--- src/rtl/ec2_run_pkg.sv ---
// ec2_run_pkg: state encoding shared by the ec2 run controller files
package ec2_run_pkg;
    localparam int STATE_W = 3;
    typedef enum logic [STATE_W-1:0] {S_IDLE, S_RST, S_RUN, S_DONE, S_TOUT} state_e;
endpackage

--- src/rtl/ec2_res_fifo.sv ---
// ec2_res_fifo: synchronous result FIFO with flush; a push into a full FIFO
// succeeds only when a pop frees a slot in the same cycle, otherwise o_drop.
module ec2_res_fifo #(
    parameter int DATA_W = 16,
    parameter int DEPTH  = 8
) (
    input  logic              clk,
    input  logic              rst,
    input  logic              i_flush,
    input  logic              i_push,
    input  logic [DATA_W-1:0] i_data,
    input  logic              i_pop,
    output logic [DATA_W-1:0] o_data,
    output logic              o_valid,
    output logic              o_drop
);
    localparam int AW = $clog2(DEPTH);

    logic [DATA_W-1:0] r_mem [DEPTH];
    logic [AW:0]       r_wr, r_rd;
    logic              w_empty, w_full, w_pop, w_push;

    assign w_empty = r_wr == r_rd;
    assign w_full  = (r_wr[AW] != r_rd[AW]) && (r_wr[AW-1:0] == r_rd[AW-1:0]);
    assign w_pop   = i_pop && !w_empty;
    assign w_push  = i_push && (!w_full || w_pop);
    assign o_drop  = i_push && !w_push;
    assign o_valid = !w_empty;
    assign o_data  = r_mem[r_rd[AW-1:0]];

    always_ff @(posedge clk) begin
        if (rst || i_flush) begin
            r_wr <= '0;
            r_rd <= '0;
        end else begin
            if (w_push) r_wr <= r_wr + 1'b1;
            if (w_pop)  r_rd <= r_rd + 1'b1;
        end
    end

    always_ff @(posedge clk)
        if (w_push) r_mem[r_wr[AW-1:0]] <= i_data;
endmodule

--- src/rtl/ec2_run_ctrl.sv ---
// ec2_run_ctrl: ec2 CPU run controller (reset sequencing, input table, result FIFO).
// Define RUN_TIMEOUT_EN to enable the RUN->TOUT cycle-limit path.
module ec2_run_ctrl
    import ec2_run_pkg::*;
#(
    parameter int DATA_W     = 16,
    parameter int NUM_IN     = 4,
    parameter int OUT_DEPTH  = 8,
    parameter int RST_CYCLES = 2,
    parameter int TIMEOUT    = 150,
    parameter int CNT_W      = 16
) (
    input  logic                      Clock,
    input  logic                      Reset,
    input  logic                      Start,
    input  logic                      Ld_Valid,
    input  logic [$clog2(NUM_IN)-1:0] Ld_Idx,
    input  logic [DATA_W-1:0]         Ld_Data,
    output logic                      Cpu_Reset,
    output logic [DATA_W-1:0]         Cpu_Input,
    input  logic                      Cpu_In_Rd,
    input  logic [DATA_W-1:0]         Cpu_Output,
    input  logic                      Cpu_Out_Wr,
    input  logic                      Cpu_Halt,
    output logic [DATA_W-1:0]         Res_Data,
    output logic                      Res_Valid,
    input  logic                      Res_Rd,
    output logic                      Busy,
    output logic                      Done,
    output logic                      Timeout,
    output logic                      Overflow,
    output logic [CNT_W-1:0]          Cycles
);
    localparam int PW  = $clog2(NUM_IN);
    localparam int RCW = $clog2(RST_CYCLES + 1);
`ifdef RUN_TIMEOUT_EN
    localparam bit TMO_EN = 1'b1;
`else
    localparam bit TMO_EN = 1'b0;
`endif

    state_e            r_state;
    logic [RCW-1:0]    r_rst_cnt;
    logic [PW-1:0]     r_ptr;
    logic [CNT_W-1:0]  r_cycles;
    logic [DATA_W-1:0] r_table [NUM_IN];
    logic              r_cpu_reset, r_busy, r_done, r_tout, r_ovf;
    logic              w_start, w_run, w_tmo, w_drop;
    logic [CNT_W-1:0]  w_cyc_next;

    assign w_run      = r_state == S_RUN;
    assign w_start    = Start && (r_state == S_IDLE || r_state == S_DONE || r_state == S_TOUT);
    assign w_cyc_next = (&r_cycles) ? r_cycles : r_cycles + 1'b1;
    assign w_tmo      = TMO_EN && w_run && (w_cyc_next == CNT_W'(TIMEOUT));

    assign Cpu_Reset = r_cpu_reset;
    assign Cpu_Input = r_table[r_ptr];
    assign Busy      = r_busy;
    assign Done      = r_done;
    assign Timeout   = r_tout;
    assign Overflow  = r_ovf;
    assign Cycles    = r_cycles;

    always_ff @(posedge Clock) begin
        if (Reset) begin
            r_state     <= S_IDLE;
            r_rst_cnt   <= '0;
            r_ptr       <= '0;
            r_cycles    <= '0;
            r_cpu_reset <= 1'b1;
            r_busy      <= 1'b0;
            r_done      <= 1'b0;
            r_tout      <= 1'b0;
            r_ovf       <= 1'b0;
        end else if (w_start) begin
            r_state     <= S_RST;
            r_rst_cnt   <= '0;
            r_ptr       <= '0;
            r_cycles    <= '0;
            r_cpu_reset <= 1'b1;
            r_busy      <= 1'b1;
            r_done      <= 1'b0;
            r_tout      <= 1'b0;
            r_ovf       <= 1'b0;
        end else if (r_state == S_RST) begin
            r_rst_cnt <= r_rst_cnt + 1'b1;
            if (r_rst_cnt == RCW'(RST_CYCLES - 1)) begin
                r_state     <= S_RUN;
                r_cpu_reset <= 1'b0;
            end
        end else if (w_run) begin
            r_cycles <= w_cyc_next;
            if (Cpu_In_Rd && r_ptr != PW'(NUM_IN - 1)) r_ptr <= r_ptr + 1'b1;
            if (w_drop) r_ovf <= 1'b1;
            // halt has priority over a coincident timeout
            if (Cpu_Halt) begin
                r_state <= S_DONE;
                r_busy  <= 1'b0;
                r_done  <= 1'b1;
            end else if (w_tmo) begin
                r_state <= S_TOUT;
                r_busy  <= 1'b0;
                r_tout  <= 1'b1;
            end
        end
    end

    always_ff @(posedge Clock) begin
        if (Reset) begin
            for (int i = 0; i < NUM_IN; i++) r_table[i] <= '0;
        end else if (Ld_Valid && !r_busy && int'(Ld_Idx) < NUM_IN) begin
            r_table[Ld_Idx] <= Ld_Data;
        end
    end

    ec2_res_fifo #(.DATA_W(DATA_W), .DEPTH(OUT_DEPTH)) u_fifo (
        .clk     (Clock),
        .rst     (Reset),
        .i_flush (w_start),
        .i_push  (w_run && Cpu_Out_Wr),
        .i_data  (Cpu_Output),
        .i_pop   (Res_Rd),
        .o_data  (Res_Data),
        .o_valid (Res_Valid),
        .o_drop  (w_drop)
    );
endmodule

--- config.mk ---
export PLATFORM = sky130hd
export DESIGN_NAME = ec2_run_ctrl
export DESIGN_NICKNAME = d
export VERILOG_FILES = /design/src/rtl/ec2_run_pkg.sv /design/src/rtl/ec2_res_fifo.sv /design/src/rtl/ec2_run_ctrl.sv
export SDC_FILE = /design/constraint.sdc
export NUM_CORES = 1
export LEC_CHECK = 0
export ABC_CLOCK_PERIOD_IN_PS = 3620
export CAP_MARGIN = 20
export CORE_MARGIN = 2
export CORE_UTILIZATION = 40
export DETAILED_ROUTE_END_ITERATION = 6
export PLACE_DENSITY = 0.7
export SYNTH_ARGS = -nofsm -noshare
export SYNTH_HDL_FRONTEND = slang
export SYNTH_SLANG_ARGS = --single-unit
--- constraint.sdc ---
create_clock -name Clock -period 3.62 [get_ports Clock]
set_clock_uncertainty 0.1 [all_clocks]
set_input_delay 0.543 -clock Clock [delete_from_list [all_inputs] [get_ports Clock]]
set_output_delay 0.543 -clock Clock [all_outputs]
set_load 0.005 [all_outputs]
==> results by group, run 1 <==
GRT
  – Initial antenna violation count: 1
  – Sum of overflow across all layers after global routing: 0
  – Vias in the first global route: 5429
  – Pin count of the biggest net entering global routing: 33
  – GRT Util Overall: 15.2%
  – Wire length of the first global-routing pass: 29500 um

Floorplanning
  – DIE HEIGHT: 159 um
  – Number of top-level pins: 96
  – Initial core utilization: 40.8%
  – Total core area: 23500 sq um
  – Die extent in x: 159 um
  – Standard-cell rows: 56
  – Floorplan die area: 25200 sq um

Power
  – Pwr per Cell Area: 468 nW/um^2
  – Sum of internal, switching and leakage power: 5.46 mW
  – Total leakage power: 3.86 nW
  – Max rail drop VDD: 0.356 mV

Route
  – Vias per cell: 5.20
  – Count of routing violations after the opening detailed-route iteration: 377
  – Post-route DRC violation count: 0
  – Average wire per standard cell: 18.4 um
  – Total Routed Length: 18700 um
  – Remaining antenna violation count after routing: 0
  – Total iterations of the first detailed-routing run: 4
  – Overall via count from detail_route: 5287

Min path
  – Worst Hold Class: reg2reg
  – Worst hold stages: 2

Layout
  – Most common cell after layout, fill and taps aside: edfxtp_1
  – Final std cell area, no fill: 11700 sq um
  – Final core utilization: 49.7%
  – Share of final-layout standard cells stronger than drive strength 1: 19.8%
  – Area added between synthesis and finish: 22.0%
  – Final net count: 730
  – Leading cell types in the layout, fill and taps excluded: edfxtp_1, clkdlybuf4s50_1, and2_1
  – Final cell count without fillers: 1017
  – Final-layout fill cell count: 1970
  – Antenna diodes: 0

Worst setup path
  – Startpoint of the worst register-to-register path: u_fifo.r_wr[0]
  – Slowest cell delay on critical path: 0.53 ns
  – Endpoint kind of the worst setup timing path: primary output
  – Worst-path cell chain: buf_12 > mux4_2 > mux2_2 > clkdlybuf4s50_1
  – Worst R2R End: u_fifo.r_mem[4][4]
  – Arrival time at the worst endpoint: 2.41 ns
  – Setup crit start kind: register
  – Class of the most critical setup path: reg2out
  – Reg-to-reg setup timing slack: 1.21 ns
  – Crit-path slowest cell: mux4_2
  – Largest fanout on the critical path: 32
  – Required time reported for the critical path endpoint: 2.98 ns
  – Worst path buffer plus inverter count: 2
  – Worst R2R Path Depth: 5
  – Top cell family by delay on the critical path: multiplexers
  – Logic depth of the worst path, buffers included: 4
  – Capturing instance or port of the critical path: Res_Data[0]

Yosys
  – Synthesis warning total: 0
  – Synth Area per Inst: 16.8 sq um
  – Most used DFF post-synth: edfxtp_1
  – Synthesized netlist net count: 621
  – Main area contributors after synthesis: edfxtp_1, mux4_2, dfxtp_1
  – Synth cell types: 56
  – Cells after synthesis: 571
  – Total of flip-flops plus latches after synthesis: 231
  – Portion of synthesized cell area occupied by the leading cell type: 60.2%
  – Sequential area share after synthesis: 68.4%
  – Number of flops mapped to enable cells by yosys: 192
  – Fraction of synthesis flops using an asynchronous set or reset pin: 0%
  – Syn Std Cell Area: 9570 sq um
  – Cell type contributing the most total cell area after synthesis: edfxtp_1

STA
  – Final setup vio count: 0
  – Maximum operating frequency: 0.327 GHz
  – Ratio of final minimum period to clock period: 84.5%
  – Shortest period the worst path allows: 3.06 ns
  – RSZ-0062 raised after global routing: no
  – Worst slew slack as a fraction of its limit: 45.9%
  – Count of pins over their slew limit: 0
  – Worst slew pin tran: 0.811 ns
  – Accumulated negative setup slack: 0 ns
  – Final-report hold violation count: 0

Place
  – RD Place Congestion: 0.813
  – Detailed placer's ending HPWL: 12000 um
  – Placed Area: 10900 sq um
  – Port-buffer cells: 94
  – Number of placed cells counting well taps: 973

CTS
  – CTS Hold Buffers Added: 0
  – Buffer cell driving the clock tree root: clkbuf_16
  – # H-tree levels: 1
  – Post-cts repair resize count: 0
  – Clock buffer depth: 3
  – Clock Sinks: 231
  – Post-CTS Setup Inserts: 0
  – Clock insertion delay at the later pin of the skew report: 0.51 ns
  – Clock transition at the registers of the reported paths: 0.06 ns
  – CTS tree: built
  – Number of clock buffers inserted by TritonCTS: 24

Outcome
  – Run status: completed

Flow run
  – Max-cap viol count: 0
Yosys cell counts, types with 2 or more instances:
cell type  count
a211oi_1       3
a21oi_1       18
a311oi_1       2
a31o_2         3
a31oi_1        2
a41oi_1        3
and2_1        65
and3_1         8
and4_1         2
and4b_1        3
buf_2          8
buf_4          4
clkbuf_1      15
dfxtp_1       39
edfxtp_1     192
ha_1           8
inv_1         10
mux2_2        16
mux2i_1        6
mux4_2        48
nand2_1       18
nand2b_1       3
nand3_1        6
nand4_1        5
nand4_4        2
nor2_1        21
nor3_1         7
nor3b_2        2
nor4_1         2
o211ai_1       3
o21ai_0        4
o31ai_1        5
or2_2          3
or3_1          3
or4_1          5
xnor2_1        7
flip-flops by register name, summed over array words and instances, names as in the netlist, named ones only:
name,cells
u_fifo.r_wr,4
r_rst_cnt,2
r_ptr,2
Busy,1
Overflow,1
r_table,64
Done,1
Cycles,16
Cpu_Reset,1
u_fifo.r_mem,128
u_fifo.r_rd,4
r_state,2
cell type report:
type	instances	area (sq um)	share of cell area, %
well taps	319	399	3.42
repair buffers	112	1090	9.33
multi-input cells	301	2860	24.5
clock buffers	26	608	5.21
flip-flops and latches	231	6550	56.1
inverters	10	37.5	0.322
clock inverters	18	126	1.08
kinds of logic after synthesis:
family	share of synthesized area [%]
flops	68.4
simple gates	11.0
compound gates	3.14
mux	13.8
buf+inv	1.87
xor+xnor	0.732
fa+ha+maj	1.05
other cells	0.0392
report_power, final:
part	internal, mW	switching [mW]	total [mW]
clock network	1.29	0.975	2.26
logic	0.118	0.124	0.242
registers	2.93	0.0186	2.95
total	4.34	1.12	5.46
metrics by stage:
step	hold slack [ns]	setup slack (ns)
after floorplan	0.339	0.297
after global placement	0.346	0.903
after detailed placement	0.353	0.789
after CTS	0.371	0.510
after global routing	0.389	0.461
final	0.377	0.562
how the worst min path moves through the flow:
stage                          from        end  slack, ns
after detailed placement  Cpu_Reset  Cpu_Reset       0.35
final                     Cpu_Reset  Cpu_Reset       0.38
after global placement    Cpu_Reset  Cpu_Reset       0.35
after floorplan           Cpu_Reset  Cpu_Reset       0.34
after global routing      Cpu_Reset  Cpu_Reset       0.39
after CTS                 Cpu_Reset  Cpu_Reset       0.37
routing by layer:
metal / vias up / track usage, % / wire (um)
met5: - / 0 / 12
met4: 2 / 4.20 / 416
met3: 31 / 2.94 / 922
met2: 150 / 26.9 / 9600
met1: 2656 / 18.9 / 7770
li1: 2448 / - / -
worst register-to-register path, delay by kind of cell (launching register included):
family          cells  cell delay, ns
xor+xnor            1            0.18
compound gates      1            0.36
buf+inv             1            0.33
flops               1            0.56
simple gates        2            0.53
Note: power is estimated with default switching activity, not from simulation.
==> run 2: changes to the inputs <==
- ABC_CLOCK_PERIOD_IN_PS: 3620 -> 2900
- clock period: 3.62 -> 2.9 ns (I/O delays scaled with it)
==> run 2 against run 1 <==
Register-to-register slack lost 0.72 ns; clock power up 33%; global-route usage rose by 0.80 points; hold slack worse by 0.015 ns; critical endpoint is now Res_Data[8]; highest routed layer is now met4.
==> results by group, run 2 (synthesized netlist as in run 1, its figures left out) <==
Worst setup path
  – Reg-to-reg setup timing slack: 0.49 ns (was 1.21 ns)
  – Arrival time at the worst endpoint: 2.28 ns (was 2.41 ns)
  – Worst R2R Path Depth: 5 (unchanged)
  – Largest fanout on the critical path: 8 (was 32)
  – Worst-path cell chain: buf_4 > buf_12 > buf_16 > mux4_2 > mux2_2 > dlygate4sd2_1 (was buf_12 > mux4_2 > mux2_2 > clkdlybuf4s50_1)
  – Class of the most critical setup path: reg2out (unchanged)
  – Required time reported for the critical path endpoint: 2.37 ns (was 2.98 ns)
  – Setup crit start kind: register (unchanged)
  – Slowest cell delay on critical path: 0.50 ns (was 0.53 ns)
  – Endpoint kind of the worst setup timing path: primary output (unchanged)
  – Startpoint of the worst register-to-register path: u_fifo.r_wr[0] (unchanged)
  – Crit-path slowest cell: mux4_2 (unchanged)
  – Capturing instance or port of the critical path: Res_Data[8] (was Res_Data[0])
  – Worst R2R End: u_fifo.r_mem[4][7] (was u_fifo.r_mem[4][4])

Power
  – Pwr per Cell Area: 590 nW/um^2 (was 468 nW/um^2)
  – Max rail drop VDD: 0.335 mV (was 0.356 mV)
  – Total leakage power: 3.98 nW (was 3.86 nW)

STA
  – Count of pins over their slew limit: 0 (unchanged)
  – Accumulated negative setup slack: 0 ns (unchanged)
  – Worst slew slack as a fraction of its limit: 41.0% (was 45.9%)
  – Ratio of final minimum period to clock period: 97.2%
  – Final setup vio count: 0 (unchanged)
  – Maximum operating frequency: 0.355 GHz
  – Worst slew pin tran: 0.882 ns (was 0.811 ns)
  – Shortest period the worst path allows: 2.82 ns
  – Final-report hold violation count: 0 (unchanged)
  – RSZ-0062 raised after global routing: no (unchanged)

Place
  – Port-buffer cells: 94 (unchanged)
  – Placed Area: 10900 sq um (about the same)
  – RD Place Congestion: 0.790 (was 0.813)
  – Detailed placer's ending HPWL: 11900 um (was 12000 um)

Route
  – Overall via count from detail_route: 5306 (was 5287)
  – Post-route DRC violation count: 0 (unchanged)
  – Remaining antenna violation count after routing: 0 (unchanged)
  – Count of routing violations after the opening detailed-route iteration: 394 (was 377)
  – Total Routed Length: 19500 um (was 18700 um)
  – Total iterations of the first detailed-routing run: 4 (unchanged)
  – Average wire per standard cell: 19.0 um (was 18.4 um)
  – Vias per cell: 5.17 (was 5.20)

Outcome
  – Run status: completed (unchanged)

CTS
  – Clock transition at the registers of the reported paths: 0.06 ns (about the same)
  – CTS Hold Buffers Added: 0 (unchanged)
  – # H-tree levels: 1 (unchanged)
  – CTS tree: built (unchanged)
  – Clock Sinks: 231 (unchanged)
  – Clock insertion delay at the later pin of the skew report: 0.51 ns (about the same)
  – Buffer cell driving the clock tree root: clkbuf_16 (unchanged)
  – Number of clock buffers inserted by TritonCTS: 24 (unchanged)
  – Clock buffer depth: 3 (unchanged)

Floorplanning
  – Number of top-level pins: 96 (unchanged)
  – Floorplan die area: 25200 sq um (unchanged)
  – Standard-cell rows: 56 (unchanged)
  – DIE HEIGHT: 159 um (unchanged)
  – Total core area: 23500 sq um (unchanged)
  – Initial core utilization: 40.8% (unchanged)
  – Die extent in x: 159 um (unchanged)

Layout
  – Largest register FFs: 128 (unchanged)
  – Final std cell area, no fill: 11900 sq um (was 11700 sq um)
  – Final net count: 740 (was 730)
  – Share of final-layout standard cells stronger than drive strength 1: 20.1% (was 19.8%)
  – Final-layout fill cell count: 1910 (was 1970)
  – Leading cell types in the layout, fill and taps excluded: edfxtp_1, clkdlybuf4s50_1, and2_1 (unchanged)
  – Final core utilization: 50.6% (was 49.7%)
  – Most common cell after layout, fill and taps aside: edfxtp_1 (unchanged)
  – Area added between synthesis and finish: 24.0% (was 22.0%)
  – Antenna diodes: 0 (unchanged)

GRT
  – Wire length of the first global-routing pass: 30800 um (was 29500 um)
  – GRT Util Overall: 16.0% (was 15.2%)
  – Sum of overflow across all layers after global routing: 0 (unchanged)
  – Initial antenna violation count: 0 (was 1)
  – Pin count of the biggest net entering global routing: 33 (unchanged)
  – Vias in the first global route: 5629 (was 5429)

Flow run
  – Max-cap viol count: 0 (unchanged)

Min path
  – Worst Hold Class: reg2reg (unchanged)
==> run 2: report_power, final <==
| part | switching [mW] | leakage [nW] | internal, mW |
|---|---|---|---|
| Clock | 1.23 | 0.368 | 1.78 |
| Sequential | 0.0220 | 2.13 | 3.66 |
| Combinational | 0.159 | 1.48 | 0.150 |
| Total | 1.41 | 3.98 | 5.59 |
==> run 2: worst min path at each step <==
| stage | start | to | slack (ns) | cells after the start |
|---|---|---|---|---|
| floorplan | Cpu_Reset | Cpu_Reset | 0.34 | 2 |
| global placement | Cpu_Reset | Cpu_Reset | 0.34 | 2 |
| detailed placement | Cpu_Reset | Cpu_Reset | 0.34 | 2 |
| CTS | Cpu_Reset | Cpu_Reset | 0.36 | 2 |
| global route | Cpu_Reset | Cpu_Reset | 0.38 | 2 |
| finish | Cpu_Reset | Cpu_Reset | 0.36 | 2 |
==> run 2: layout make-up <==
cell class              instances  area, sq um  share of cell area [%]
inverters                      10         37.5                   0.316
clock buffers                  29          619                    5.22
repair buffers                122         1240                    10.5
clock inverters                14          150                    1.27
well taps                     319          399                    3.36
flip-flops and latches        231         6550                    55.2
multi-input cells             301         2870                    24.2
==> run 2: per-layer routing <==
layer | routed length [um] | global-route usage [%] | vias up
li1 | - | - | 2462
met1 | 8260 | 20.2 | 2704
met2 | 10000 | 28.3 | 113
met3 | 826 | 2.80 | 27
met4 | 357 | 4.16 | 0
met5 | 0 | 0 | -
==> run 2: worst max-delay path: cells and delay by family (launching register included) <==
family   cells  cell delay [ns]
buf+inv      4             0.61
flops        1             0.38
mux          2             0.79
==> run 2: timing repair <==
item | 4_1_cts | 5_1_grt
setup buffers | 5 | 1
gates cloned | 3 | 0
endpoints found under the setup margin | 16 | 3
pin swaps | 0 | 0
gates resized for setup | 21 | 4
==> run 2: per-stage QoR <==
step,hold slack (ns),instances,setup slack [ns],power [mW]
2_1_floorplan,0.339,571,0.163,3.89
3_3_place_gp,0.342,974,0.0809,4.05
3_5_place_dp,0.337,974,-0.0225,4.06
4_1_cts,0.356,1025,-0.0826,7.05
5_1_grt,0.383,1026,0.00284,7.22
6_report,0.362,1026,0.0814,7.00
